### config.mk
export PLATFORM = sky130hd
export DESIGN_NAME = mult_seq_huit_flat
export DESIGN_NICKNAME = d
export VERILOG_FILES = /design/src/rtl/mult_seq_huit_if.sv /design/src/rtl/mult_seq_huit.sv /design/src/flat_wrapper.sv
export SDC_FILE = /design/constraint.sdc
export NUM_CORES = 1
export LEC_CHECK = 0
export ABC_AREA = 1
export CORE_ASPECT_RATIO = 0.9
export CORE_UTILIZATION = 40
export CTS_CLUSTER_SIZE = 10
export DETAILED_ROUTE_END_ITERATION = 12
export GPL_TIMING_DRIVEN = 0
export HOLD_SLACK_MARGIN = 0.1
export PLACE_DENSITY = 0.72
export SETUP_SLACK_MARGIN = 0.1
export SKIP_LAST_GASP = 1
export SYNTH_ARGS = -nofsm -noshare
export SYNTH_HDL_FRONTEND = slang
export SYNTH_SLANG_ARGS = --single-unit
### constraint.sdc
create_clock -name clk -period 8.05 [get_ports clk]
set_clock_uncertainty 0.15 [all_clocks]
set_input_delay 0.805 -clock clk [delete_from_list [all_inputs] [get_ports clk]]
set_output_delay 0.805 -clock clk [all_outputs]
set_load 0.01 [all_outputs]
### src/rtl/mult_seq_huit_if.sv
// Operand/result handshake bundle for mult_seq_huit.
// Handshake rule (both channels): a transfer happens on a rising clk edge
// where valid and ready are both high; the sender holds its payload stable
// while valid is high and ready is low, and ready never depends on valid.
interface mult_seq_huit_if;
    logic        in_valid;
    logic        in_ready;
    logic [7:0]  a;
    logic [7:0]  b;
    logic        out_valid;
    logic        out_ready;
    logic [15:0] p;

    // master: operand producer and result consumer
    modport master (
        output in_valid, a, b, out_ready,
        input  in_ready, out_valid, p
    );

    // slave: the multiplier itself
    modport slave (
        input  in_valid, a, b, out_ready,
        output in_ready, out_valid, p
    );
endinterface

### src/rtl/mult_seq_huit.sv
// Sequential 8x8->16 unsigned shift-and-add multiplier.
// add_seize is the 16-bit ripple-carry adder used as the datapath adder;
// mult_seq_huit sequences eight add/shift steps through it per operation.

// 16-bit ripple-carry adder with carry in and carry out.
module add_seize (
    input  logic [15:0] a,
    input  logic [15:0] b,
    input  logic        rin,
    output logic [15:0] sum,
    output logic        rout
);
    logic [16:0] carry;

    assign carry[0] = rin;

    // one full-adder cell per bit, carry rippling upward
    for (genvar i = 0; i < 16; i++) begin : g_bit
        assign sum[i]       = a[i] ^ b[i] ^ carry[i];
        assign carry[i + 1] = (a[i] & b[i]) | (a[i] & carry[i]) | (b[i] & carry[i]);
    end

    assign rout = carry[16];
endmodule

// Multiplier top: accepts a/b in IDLE, runs eight steps in RUN, holds the
// product in DONE until the consumer takes it.
module mult_seq_huit (
    input  logic            clk,
    input  logic            rst_n,
    mult_seq_huit_if.slave  bus,
    output logic [1:0]      state_dbg,   // current FSM state encoding
    output logic            rout_dbg     // adder carry out, must stay 0
);
    typedef enum logic [1:0] {
        IDLE = 2'd0,
        RUN  = 2'd1,
        DONE = 2'd2
    } state_t;

    state_t      state;
    state_t      state_nxt;

    logic [15:0] mcand;
    logic [7:0]  mplier;
    logic [2:0]  cnt;
    logic [15:0] acc;

    logic [15:0] add_b;
    logic [15:0] add_sum;
    logic        add_rout;

    // Partial-product term: the shifted multiplicand when the current
    // multiplier bit is set, otherwise nothing to add this step.
    assign add_b = mplier[0] ? mcand : 16'h0000;

    add_seize u_add (
        .a    (acc),
        .b    (add_b),
        .rin  (1'b0),
        .sum  (add_sum),
        .rout (add_rout)
    );

    // State register; reset drops any operation in flight.
    always_ff @(posedge clk or negedge rst_n) begin
        if (!rst_n) begin
            state <= IDLE;
        end else begin
            state <= state_nxt;
        end
    end

    // Next-state and handshake decode; outputs depend on state only, so
    // there is no combinational path from inputs to in_ready/out_valid.
    always_comb begin
        state_nxt     = state;
        bus.in_ready  = 1'b0;
        bus.out_valid = 1'b0;
        case (state)
            IDLE: begin
                bus.in_ready = 1'b1;
                if (bus.in_valid) begin
                    state_nxt = RUN;
                end
            end
            RUN: begin
                // all eight steps always run, no early exit on mplier == 0
                if (cnt == 3'd7) begin
                    state_nxt = DONE;
                end
            end
            DONE: begin
                bus.out_valid = 1'b1;
                if (bus.out_ready) begin
                    state_nxt = IDLE;
                end
            end
            default: begin
                state_nxt = IDLE;
            end
        endcase
    end

    // Datapath: load on accept, add/shift each RUN step, freeze otherwise.
    // acc is not cleared on leaving DONE so p keeps the last product.
    always_ff @(posedge clk or negedge rst_n) begin
        if (!rst_n) begin
            acc    <= 16'h0000;
            mcand  <= 16'h0000;
            mplier <= 8'h00;
            cnt    <= 3'd0;
        end else begin
            case (state)
                IDLE: begin
                    if (bus.in_valid) begin
                        mcand  <= {8'h00, bus.a};
                        mplier <= bus.b;
                        acc    <= 16'h0000;
                        cnt    <= 3'd0;
                    end
                end
                RUN: begin
                    acc    <= add_sum;
                    mcand  <= mcand << 1;
                    mplier <= mplier >> 1;
                    cnt    <= cnt + 3'd1;
                end
                default: begin
                    acc    <= acc;
                end
            endcase
        end
    end

    assign bus.p     = acc;
    assign state_dbg = state;
    assign rout_dbg  = add_rout;
endmodule
### src/flat_wrapper.sv
// flat-port wrapper written by rule: the top's interface ports become plain ports
module mult_seq_huit_flat 
  (clk, rst_n, state_dbg, rout_dbg, bus_in_valid, bus_a, bus_b, bus_out_ready, bus_in_ready, bus_out_valid, bus_p);
  mult_seq_huit_if bus_i ();
  input  logic clk;
  input  logic rst_n;
  output logic [1:0] state_dbg;
  output logic rout_dbg;
  input wire logic [$bits(bus_i.in_valid)-1:0] bus_in_valid;
  input wire logic [$bits(bus_i.a)-1:0] bus_a;
  input wire logic [$bits(bus_i.b)-1:0] bus_b;
  input wire logic [$bits(bus_i.out_ready)-1:0] bus_out_ready;
  output wire logic [$bits(bus_i.in_ready)-1:0] bus_in_ready;
  output wire logic [$bits(bus_i.out_valid)-1:0] bus_out_valid;
  output wire logic [$bits(bus_i.p)-1:0] bus_p;
  assign bus_i.in_valid = bus_in_valid;
  assign bus_i.a = bus_a;
  assign bus_i.b = bus_b;
  assign bus_i.out_ready = bus_out_ready;
  assign bus_in_ready = bus_i.in_ready;
  assign bus_out_valid = bus_i.out_valid;
  assign bus_p = bus_i.p;
  mult_seq_huit u_core (.clk(clk), .rst_n(rst_n), .bus(bus_i), .state_dbg(state_dbg), .rout_dbg(rout_dbg));
endmodule
---- After elaboration in Yosys (flattened, before gate mapping) ----
Index checks and enable logic that the tools add are counted.
storage, ports and cells
  memories ................................ 0
  memory bits (read-only) ................. 0
  bits in writable memories ............... 0
  input port bits ......................... 20
  word-level logic and storage cells ...... 138
  output and inout bits ................... 21
  register bits after elaboration ......... 45
  bits in latches ......................... 0
operators by class
  reduce and logical (&&, ||, !) cells .... 4
  multiply operators ...................... 0
  mux-type cells .......................... 15
  bitwise operators ....................... 107
  shifts and indexed selects .............. 0
  div/mod/pow operators ................... 0
  $add $sub $neg .......................... 1
  equality and inequality tests ........... 6
  $lt $le $gt $ge ......................... 0
operators with widths
  cell                                                              count
  16-bit one-hot mux with 2 select lines                            2
  16-bit two-way mux                                                3
  1-bit bitwise AND                                                 46
  1-bit XOR                                                         31
  1-bit bitwise OR                                                  30
  8-bit one-hot mux with 2 select lines                             1
  8-bit two-way mux                                                 1
  2-bit two-way mux                                                 3
  2-bit one-hot mux with 3 select lines                             1
  3-bit one-hot mux with 2 select lines                             1
  2-bit != test (second input constant)                             2
  3-bit by 1-bit adder with 3-bit output (second input constant)    1
  3-bit == test (second input constant)                             1
  3-bit two-way mux                                                 1
  3-bit AND reduction                                               1
  2-bit by 1-bit == test with 1-bit output (second input constant)  1
  2-bit == test (second input constant)                             1
  2-bit zero test                                                   1
  1-bit two-way mux                                                 2
  2-bit by 1-bit != test with 1-bit output (second input constant)  1
  2-bit AND reduction                                               1
  2-bit nonzero test                                                1

---- Longest topological paths before layout ----
  word-level depth ........................ 47
  mapped depth ............................ 23
  depth with buffers taken out ............ 22

---- Modules after synthesis ----
A second synthesis with hierarchy kept.
second synthesis, totals
  cells, all modules ...................... 310
  area, all modules ....................... 2523.7 µm²
modules (own cells, without submodules)
  module         cells an instance  sequential area each (µm²)  instances  area each (µm²)
  mult_seq_huit  284                1126.1                      1          2165.8
  add_seize      26                 0.0                         1          357.8

---- Worst setup path before layout ----
Ideal clock, no wire load.
  path kind ............................... flip-flop to output port
  start ................................... register u_core.mplier[0]
  end ..................................... output rout_dbg
  arrival time ............................ 5837 ps
  stages on the path, launching flop included .. 22
  setup slack ............................. 1258 ps
  cell sequence ........................... dfrtp_1 > buf_2 > nand2_1 > inv_1 > ha_1 > fa_1 > fa_1 > inv_1 > fa_1 > fa_1 > fa_1 > fa_1 > fa_1 > fa_1 > fa_1 > fa_1 > fa_1 > fa_1 > fa_1 > fa_1 > inv_1 > fa_1
on the way
  cells in the longest elaborated chain, start to end .. 47
  elaborated cells on any way between the ends .. 77
  classes of those cells .................. mux (1); bitwise (76)
ends and longest elaborated chain
  what                             line                  source
  from (decl)                      mult_seq_huit.sv:45   logic [7:0] mplier;
  from (signal assigned)           mult_seq_huit.sv:118  mplier <= bus.b;
  from (signal assigned)           mult_seq_huit.sv:126  mplier <= mplier >> 1;
  16-bit two-way mux (*)           mult_seq_huit.sv:55   assign add_b = mplier[0] ? mcand : 16'h0000;
  1-bit bitwise AND (2 in series)  mult_seq_huit.sv:20   assign carry[i + 1] = (a[i] & b[i]) | (a[i] & carry[i]) | (b[i] & carry[i]);
  1-bit bitwise OR (2 in series)   mult_seq_huit.sv:20
  1-bit bitwise AND                mult_seq_huit.sv:20
  1-bit bitwise OR (2 in series)   mult_seq_huit.sv:20
  1-bit bitwise AND                mult_seq_huit.sv:20
  1-bit bitwise OR (2 in series)   mult_seq_huit.sv:20
  1-bit bitwise AND                mult_seq_huit.sv:20
  (+24 left out)                   --
  1-bit bitwise OR (2 in series)   mult_seq_huit.sv:20
  1-bit bitwise AND                mult_seq_huit.sv:20
  1-bit bitwise OR (2 in series)   mult_seq_huit.sv:20
  1-bit bitwise AND                mult_seq_huit.sv:20
  1-bit bitwise OR (2 in series)   mult_seq_huit.sv:20
  1-bit bitwise AND                mult_seq_huit.sv:20
  1-bit bitwise OR                 mult_seq_huit.sv:20
  1-bit bitwise OR (*)             mult_seq_huit.sv:20
  to (decl)                        flat_wrapper.sv:8     output logic rout_dbg;
Mark *: on every way between the ends. The rest lies on a longest branch, timed or not.

---- Worst setup path after layout ----
Ends and elaborated chain as after synthesis.

==> flow_metrics.env <==
export IMPL_status="finished clean"
export IMPL_fin_ws_ps=302
export IMPL_drt_wirelength_per_cell_um=12.0
export IMPL_grt_first_pass_wirelength_mm=8.37
export IMPL_synth_most_common_cell="nand2_1"
export IMPL_path_class="reg2out"
export IMPL_combPwrFrac=0.514
export IMPL_critical_path_startpoint="u_core.mplier[0]"
export IMPL_fin_cells=407
export IMPL_via_per_inst=4.53
export IMPL_yosysUniqueCellTypes=22
export IMPL_regArea_um2=1130
export IMPL_fin_nets=375
export IMPL_start_util=0.427
export IMPL_cts_root_buf="clkbuf_8"
export IMPL_grt_pass1_vias=1785
export IMPL_p_seq_frac=0.358
export IMPL_p_leak_nw=1.54
export IMPL_setup_violations_final=0
export IMPL_internal_power_mw=0.654
export IMPL_synth_fp_nets=327
export IMPL_vdd_ir_drop_max_mv=0.115
export IMPL_multiInputGateArea_um2=1050
export IMPL_antenna_found_initial=0
export IMPL_synth_top_area_share=0.453
export IMPL_cts_path_max_buffers=2
export IMPL_routed_wl_mm=4.90
export IMPL_hpwl_mm=3.61
export IMPL_worstSetupEndpointType="output port"
export IMPL_clkSinkCount=45
export IMPL_core_um2=5820
export IMPL_synth_edf_count=0
export IMPL_avgSynthCellArea_um2=8.60
export IMPL_cts_made_buffers=5
export IMPL_synth_seq_cells=45
export IMPL_p_switching_mw=0.458
export IMPL_ys_warn_count=0
export IMPL_antenna_cells=0
export IMPL_slew_viol_final=0
export IMPL_grt_usage=0.164
export IMPL_drt_iter0_drc=96
export IMPL_num_fill_cells=534
export IMPL_cp_start_kind="register"
export IMPL_crit_arrival_ps=6790
export IMPL_areaGrowthSynthToFinish_pct=24.0
export IMPL_ios=41
export IMPL_hold_ws_ps=185
export IMPL_worstMarginPinSlew_ps=446
export IMPL_power_density_nw_per_um2=361
export IMPL_portBuffers=40
export IMPL_num_vias=1844
export IMPL_drive_gt1_frac=0.0950
export IMPL_max_clock_freq_ghz=0.129
export IMPL_ys_async_sr_fraction=1.00
export IMPL_setup_tns_ps=0
export IMPL_gr_total_overflow=0
export IMPL_chipWidth_um=85.1
export IMPL_dr_pass1_iters=4
export IMPL_total_power_mw=1.11
export IMPL_cts_hold_buffers=0
export IMPL_rows=26
export IMPL_max_slew_margin=0.702
export IMPL_drt_antenna_violating_nets=0
export IMPL_hold_viol_final=0
export IMPL_finish_utilization=0.529
export IMPL_fin_crit_sh=0.963
export IMPL_die_h_um=76.8
export IMPL_synth_top_flop_cell="dfrtp_1"
export IMPL_cts_tree="done"
export IMPL_synth_area_leaders="dfrtp_1 (45%), nand2_1 (17%), fa_1 (12%), inv_1 (7.7%), buf_6 (4.1%)"
export IMPL_synth_area_um2=2490
export IMPL_synthCells=289
export IMPL_drc=0
export IMPL_path_clk_slew_ps=90
export IMPL_pwr_share_clk=0.128
export IMPL_h_tree_depth=2
export IMPL_placed_cells=400
export IMPL_hp_class="in2async"
export IMPL_yosysTopAreaCell="dfrtp_1"
export IMPL_ys_top_cells_by_count="nand2_1 (113), inv_1 (51), dfrtp_1 (45)"
export IMPL_worstPathRequired_ps=7090
export IMPL_grt_max_degree=40
export IMPL_dp_slack_ps=496
export IMPL_design_area_um2=3080
export IMPL_placed_area_um2=2990
export IMPL_drv_cap=0
export IMPL_switching_share=0.412
export IMPL_cp_max_fo=8
export IMPL_dieArea_um2=6530
export IMPL_rsz0062_at_grt="no"
export IMPL_r2r_start="u_core.mplier[0]"
export IMPL_clk_latency_ps=300
export IMPL_place_gp_congestion=0.742
export IMPL_ys_seq_area_frac=0.453
export IMPL_fin_crit_ps=7750
-- metal layers --
| layer | up-vias | routed length [um] | GRT usage |
|---|---|---|---|
| met1 | 860 | 2380 | 0.227 |
| met2 | 30 | 2270 | 0.259 |
| li1 | 950 | - | - |
| met5 | - | 0 | 0 |
| met4 | 0 | 37 | 0.0407 |
| met3 | 4 | 216 | 0.0388 |
-- repair_timing --
item,CTS,global route
resized for setup,0,3
setup buffers,0,0
endpoints found under the setup margin,0,1
-- flip-flops by register name, summed over array words and instances, names as in the netlist --
signal            flops
u_core.bus.p         16
u_core.cnt            3
u_core.mcand         16
u_core.mplier         8
u_core.state_dbg      2
-- cell usage in the layout, fill, tap and decap left out, types with 3 or more instances in the layout --
cell and n:
buf_6 9, clkbuf_8 6, clkdlybuf4s50_1 39, dfrtp_1 45
fa_1 13, ha_1 3, inv_1 51, nand2_1 113
nand3_1 14, nor2_1 4, o21ai_0 14, o21ai_1 4
o21ai_2 4
-- path summary, 6_finish.rpt --
path | endpoint | slack, ps | depth (start not counted)
max | rout_dbg | 300 | 22
min | u_core.bus.p[8] | 180 | 1
max reg2reg | u_core.bus.p[15] | 1450 | 23
min reg2reg | u_core.cnt[2] | 340 | 2
max in group asynchronous | u_core.mcand[11] | 7100 | 2
min in group clk | u_core.cnt[2] | 340 | 2
-- kinds of logic after synthesis --
| kind of cell | synth area share |
|---|---|
| fa+ha+maj | 0.136 |
| flops | 0.453 |
| buf+inv | 0.128 |
| simple gates | 0.219 |
| compound gates | 0.0644 |
-- power groups by stage --
| stage | combinational, mW | sequential (mW) | clock, mW |
|---|---|---|---|
| 2_1_floorplan | 0.381 | 0.405 | 0 |
| 3_3_place_gp | 0.557 | 0.398 | 0 |
| 4_1_cts | 0.582 | 0.399 | 0.146 |
| 5_1_grt | 0.656 | 0.412 | 0.156 |
| 6_report | 0.571 | 0.398 | 0.143 |
| 3_5_place_dp | 0.580 | 0.403 | 0 |
-- critical path, stage by stage, from the launching register on --
cell and delay (ps):
dfrtp_1 340, clkbuf_4 180, nand2_1 60, inv_1 50, ha_1 140, fa_1 190
fa_1 170, inv_1 50, fa_1 370, fa_1 400, fa_1 410, fa_2 350
fa_1 380, fa_1 380, fa_1 380, fa_1 380, fa_1 390, fa_2 360
fa_1 380, fa_1 360, inv_1 70, fa_1 150, clkdlybuf4s50_1 530
-- layout make-up --
type / instances / area share
clock buffers: 7 / 0.0280
plain buffers: 13 / 0.0406
inverters: 52 / 0.0633
repair buffers: 41 / 0.135
well taps: 70 / 0.0284
flip-flops and latches: 45 / 0.365
multi-input cells: 179 / 0.340
No activity file was read; power rests on OpenSTA's default activity.
